**src/rtl/microwave_timer.sv**
```systemverilog
// Microwave countdown timer: keypad entry of M:ST, countdown on a 1 Hz tick,
// pause on stop or door open, and a one-cycle done pulse when the count finishes.
module microwave_timer (
   input  logic       clk,
   input  logic       reset,
   input  logic       tick_1hz,
   input  logic       digit_valid,
   input  logic [3:0] digit,
   input  logic       start,
   input  logic       stop,
   input  logic       clear,
   input  logic       door_closed,
   output logic [3:0] min,
   output logic [3:0] sec_tens,
   output logic [3:0] sec_ones,
   output logic       mag_on,
   output logic       done
);

   typedef enum logic [1:0] {
      IDLE  = 2'd0,
      RUN   = 2'd1,
      PAUSE = 2'd2
   } state_t;

   state_t     state_q, state_d;
   logic [3:0] min_q, min_d;
   logic [3:0] tens_q, tens_d;
   logic [3:0] ones_q, ones_d;
   logic       magOn_q, magOn_d;
   logic       done_q, done_d;
   logic       timeIsZero;
   logic       timeIsOne;
   logic       finishing;

   assign timeIsZero = (min_q == 4'd0) && (tens_q == 4'd0) && (ones_q == 4'd0);
   assign timeIsOne  = (min_q == 4'd0) && (tens_q == 4'd0) && (ones_q == 4'd1);

   always_ff @(posedge clk) begin
      if (reset) begin
         state_q <= IDLE;
         min_q   <= 4'd0;
         tens_q  <= 4'd0;
         ones_q  <= 4'd0;
         magOn_q <= 1'b0;
         done_q  <= 1'b0;
      end else begin
         state_q <= state_d;
         min_q   <= min_d;
         tens_q  <= tens_d;
         ones_q  <= ones_d;
         magOn_q <= magOn_d;
         done_q  <= done_d;
      end
   end

   // Events are tested in priority order so a higher event masks all lower ones.
   always_comb begin
      state_d   = state_q;
      min_d     = min_q;
      tens_d    = tens_q;
      ones_d    = ones_q;
      finishing = 1'b0;
      if (clear) begin
         state_d = IDLE;
         min_d   = 4'd0;
         tens_d  = 4'd0;
         ones_d  = 4'd0;
      end else if (stop) begin
         if (state_q == RUN) begin
            state_d = PAUSE;
         end else begin
            state_d = IDLE;
            min_d   = 4'd0;
            tens_d  = 4'd0;
            ones_d  = 4'd0;
         end
      end else begin
         unique case (state_q)
            IDLE: begin
               if (start && door_closed && !timeIsZero) begin
                  state_d = RUN;
               end else if (digit_valid && (digit <= 4'd9)) begin
                  min_d  = tens_q;
                  tens_d = ones_q;
                  ones_d = digit;
               end
            end
            RUN: begin
               if (!door_closed) begin
                  state_d = PAUSE;
               end else if (tick_1hz) begin
                  if (ones_q != 4'd0) begin
                     ones_d = ones_q - 4'd1;
                  end else if (tens_q != 4'd0) begin
                     tens_d = tens_q - 4'd1;
                     ones_d = 4'd9;
                  end else begin
                     min_d  = min_q - 4'd1;
                     tens_d = 4'd5;
                     ones_d = 4'd9;
                  end
                  if (timeIsOne) begin
                     state_d   = IDLE;
                     finishing = 1'b1;
                  end
               end
            end
            PAUSE: begin
               if (start && door_closed) begin
                  state_d = RUN;
               end
            end
            default: begin
               state_d = IDLE;
            end
         endcase
      end
   end

   // Outputs are decoded from the next state so they register alongside it.
   always_comb begin
      magOn_d = (state_d == RUN);
      done_d  = finishing;
   end

   assign min      = min_q;
   assign sec_tens = tens_q;
   assign sec_ones = ones_q;
   assign mag_on   = magOn_q;
   assign done     = done_q;

endmodule
```
**config.mk**
```make
export PLATFORM = sky130hd
export DESIGN_NAME = microwave_timer
export DESIGN_NICKNAME = d
export VERILOG_FILES = /design/src/rtl/microwave_timer.sv
export SDC_FILE = /design/constraint.sdc
export NUM_CORES = 1
export LEC_CHECK = 0
export CAP_MARGIN = 0
export CORE_ASPECT_RATIO = 0.7
export CORE_MARGIN = 4
export CORE_UTILIZATION = 50
export DETAILED_ROUTE_END_ITERATION = 16
export PLACE_DENSITY = 0.81
export SLEW_MARGIN = 20
export SYNTH_ARGS = -nofsm -noshare
export SYNTH_HDL_FRONTEND = slang
export SYNTH_SLANG_ARGS = --single-unit
```
**constraint.sdc**
```tcl
create_clock -name clk -period 3.2 [get_ports clk]
set_input_delay 0.64 -clock clk [delete_from_list [all_inputs] [get_ports clk]]
set_output_delay 0.64 -clock clk [all_outputs]
set_load 0.005 [all_outputs]
```
==> qor.tcl <==
set qor(worstSetupStartpointType) {input pin}
set qor(placed_area_um2) 1305
set qor(routabilityCongestion) 1.003
set qor(nets) 179
set qor(layout.core_utilization) 0.6930
set qor(setup.worst_path.class) {in -> reg}
set qor(place_inst) 183
set qor(initial_core_util) 0.5488
set qor(max_cap_violations) 0
set qor(final.period_utilization) 0.6852
set qor(synth.area.mux_share) 0
set qor(fmax_mhz) 456.1
set qor(mappedNetlistArea_um2) 1062
set qor(fill_cells) 159
set qor(post_synthesis_compound_gate_area_fraction) 0.2850
set qor(overflow) 0
set qor(clkTransAtPathRegs_ns) 0.10
set qor(maximum_number_of_pins_on_one_net_before_global_route_repair) 27
set qor(layout_min_cycle_time_ns) 2.193
set qor(die_y_extent_um) 46.57
set qor(setup_crit_end_kind) {flop}
set qor(total_power_mw) 0.4075
set qor(synth_adder_area_share) 0.01178
set qor(synth-warning-count) 0
set qor(hp-class) {reg -> reg}
set qor(final_max_slew_viol_count) 0
set qor(num_io_pins) 26
set qor(cts_resized) 0
set qor(setup_viol) 0
set qor(drt_initial_violations) 78
set qor(final_cell_count_no_fill) 187
set qor(timing.hold.ws_ns) 0.5245
set qor(r2r-start) {sec_tens[0]}
set qor(insertedDiodeCount) 0
set qor(yosysSeqAreaShare) 0.3015
set qor(critical_path.slowest_cell) {clkdlybuf4s50_1}
set qor(dieWidth_um) 63.09
set qor(critical-path-top-cell-by-count) {a21oi_1}
set qor(netlist_instances) 142
set qor(routedWlPerCell_um) 15.64
set qor(tightestPinTransition_ns) 0.4983
set qor(static-leakage-power_nw) 0.4317
set qor(drt_first_pass_iters) 4
set qor(ff_to_ff_path_depth) 5
set qor(core-area_um2) 1936
set qor(area_growth_pct) 26.27
set qor(global_route.usage.total) 0.2111
set qor(cts_made_buffers) 3
set qor(pd_cells_nw_per_um2) 303.8
set qor(layout.cell_area.non_filler_um2) 1341
set qor(path_cells) {clkdlybuf4s50_1 -> or2b_1 -> or3_2 -> a21oi_1 -> buf_4 -> o21ai_0 -> a21oi_1}
set qor(cts_hold_buf) 0
set qor(timing.critical_path.buf_inv) 2
set qor(std_cell_rows) 13
set qor(syn_area_per_cell_um2) 7.481
set qor(clk_latency_ns) 0.29
set qor(hold_violations) 0
set qor(worst_path_setup_slack_after_routing_ns) 1.007
set qor(hold_path.startpoint) {min[1]}
set qor(viasPerCell) 6.374
set qor(first_global_vias) 1028
set qor(rsz0062_at_grt) {no}
set qor(worst_r2r_endpoint) {min[0]}
set qor(ctsHtreeMaxLevel) 1
set qor(area_of_the_die_um2) 2938
set qor(cts.path.max_buffers) 2
set qor(clock_tree_from_tritoncts) {built}
set qor(ant_nets) 0
set qor(max_stage_delay_ns) 0.49
set qor(detailroute.via_count) 1192
set qor(timing.hold.worst_endpoint) {min[1]}
set qor(numPortBuffers) 25
set qor(totalWireLength_um) 2924
set qor(r2r_slack_ns) 1.14
set qor(whs_path_depth) 2
set qor(post_synth_num_cell_types) 39
set qor(mappedNetlistNets) 155
set qor(place.detailed.hpwl_um) 2151
set qor(drc) 0
set qor(final_clock_skew_ns) 0.002411
set qor(postCtsSetupBuffers) 0
set qor(cp_top_family) {buffers and inverters}
set qor(relSlewSlack) 0.6592
set qor(place_ws_ns) 0.7309
set qor(ys_seq_elements) 16
set qor(ir_drop_mv) 0.1603
set qor(critPathArrivalTime_ns) 2.41
set qor(numClockSinks) 16
set qor(cp_data_required_time_ns) 3.42
set qor(post_route_cells_drive_above_1_share) 0.08485
set qor(fin_setup_tns_ns) 0
set qor(synth-xor-area-share) 0.02473
set qor(grt_pass1_wl_um) 4781
set qor(worst-path-max-fanout) 12
set qor(synth_top_family_by_area) {simple AND/OR/NAND/NOR gates}
set qor(result_of_the_run) {completed}
set qor(yosys.area_share.simple) 0.3121
set qor(initial_antenna_violation_count) 0
set qor(cts.root.buffer_cell) {clkbuf_4}
[power by group]
group	internal (mW)	leakage [nW]	switching (mW)
clock network	0.0693	0.0210	0.0664
registers	0.201	0.129	0.00371
logic	0.0328	0.282	0.0344
[routing by layer]
metal,vias to the layer above,track usage,share of wire
met5,-,0,0
met4,0,0.04825,0.0044
met3,2,0.05854,0.081
met2,56,0.3333,0.44
met1,556,0.2880,0.47
li1,578,-,-
[synthesized netlist by cell type]
| cell | count | share of area |
|---|---|---|
| nand4b_1 | 1 | 0.0082 |
| or4_4 | 1 | 0.011 |
| a311oi_1 | 4 | 0.033 |
| nor2b_1 | 1 | 0.0059 |
| a211oi_1 | 6 | 0.042 |
| ha_1 | 1 | 0.012 |
| nor4_1 | 3 | 0.018 |
| o311ai_0 | 1 | 0.0082 |
| and3_2 | 1 | 0.0071 |
| nor3_1 | 4 | 0.019 |
| o21ai_0 | 16 | 0.075 |
| nand3b_1 | 1 | 0.0071 |
| o211ai_1 | 2 | 0.014 |
| and3_1 | 1 | 0.0059 |
| nand2b_1 | 3 | 0.018 |
| dfxtp_1 | 16 | 0.30 |
| buf_6 | 2 | 0.021 |
| and2_1 | 1 | 0.0059 |
| nand2_1 | 13 | 0.046 |
| a2111oi_0 | 1 | 0.0082 |
| a21o_2 | 1 | 0.0082 |
| inv_1 | 3 | 0.011 |
| buf_4 | 1 | 0.0071 |
| or4_1 | 1 | 0.0071 |
| a2bb2oi_1 | 1 | 0.0082 |
| a21oi_1 | 12 | 0.057 |
| o32ai_1 | 2 | 0.016 |
| xnor2_1 | 3 | 0.025 |
| a211o_1 | 1 | 0.0082 |
| nor4_4 | 1 | 0.020 |
| or2b_1 | 2 | 0.014 |
| buf_1 | 1 | 0.0035 |
| nand3_1 | 11 | 0.052 |
| a31oi_1 | 1 | 0.0059 |
| nor2_1 | 14 | 0.049 |
| clkbuf_1 | 4 | 0.014 |
| dlygate4sd1_1 | 1 | 0.0082 |
| or3_2 | 1 | 0.0071 |
| or2_2 | 2 | 0.012 |
[registers in the layout, indices dropped and copies added, names as in the netlist]
signal	cells
mag_on	1
state_q	2
min	4
done	1
sec_tens	4
sec_ones	4
[layout by cell type (no fill, tap or decap)]
| cell | count |
|---|---|
| a2111oi_0 | 1 |
| a211o_1 | 1 |
| a211oi_1 | 6 |
| a21o_2 | 1 |
| a21oi_1 | 12 |
| a2bb2oi_1 | 1 |
| a311oi_1 | 4 |
| a31oi_1 | 1 |
| and2_1 | 1 |
| and3_1 | 1 |
| and3_2 | 1 |
| buf_4 | 3 |
| clkbuf_4 | 3 |
| clkbuf_8 | 1 |
| clkdlybuf4s50_1 | 25 |
| dfxtp_1 | 16 |
| ha_1 | 1 |
| inv_1 | 3 |
| nand2_1 | 13 |
| nand2b_1 | 3 |
| nand3_1 | 11 |
| nand3b_1 | 1 |
| nand4b_1 | 1 |
| nor2_1 | 14 |
| nor2b_1 | 1 |
| nor3_1 | 4 |
| nor4_1 | 3 |
| nor4_4 | 1 |
| o211ai_1 | 2 |
| o21ai_0 | 16 |
| o311ai_0 | 1 |
| o32ai_1 | 2 |
| or2_2 | 2 |
| or2b_1 | 2 |
| or3_2 | 1 |
| or4_1 | 1 |
| or4_4 | 1 |
| xnor2_1 | 3 |
[final cells by class]
type / count / area (µm²) / share of cell area
multi-input cells: 114 / 673.1 / 0.5019
flip-flops and latches: 16 / 320.3 / 0.2388
repair buffers: 28 / 272.8 / 0.2034
clock buffers: 4 / 36.28 / 0.02705
well taps: 22 / 27.53 / 0.02052
inverters: 3 / 11.26 / 0.008395
[worst max path at each step]
| stage | start | end | cells after the start |
|---|---|---|---|
| floorplan | stop | sec_ones[1] | 6 |
| global placement | door_closed | sec_tens[1] | 7 |
| detailed placement | start | sec_tens[2] | 7 |
| CTS | start | sec_tens[2] | 7 |
| global route | stop | min[0] | 7 |
| finish | start | sec_ones[3] | 7 |
[worst min-delay path: cells and delay by family (launching register included)]
family / cells / cell delay [ns]
flip-flops: 1 / 0.34
AO/OA/AOI/OAI: 2 / 0.14
[cells by family after synthesis]
logic type                 count (synthesis)
and+or+nand+nor                           62
adders and majority gates                  1
buffers and inverters                     12
AOI/OAI and AO/OA                         48
xor gates and xnor gates                   3
DFF                                       16
Note: power is estimated with default switching activity, not from simulation.
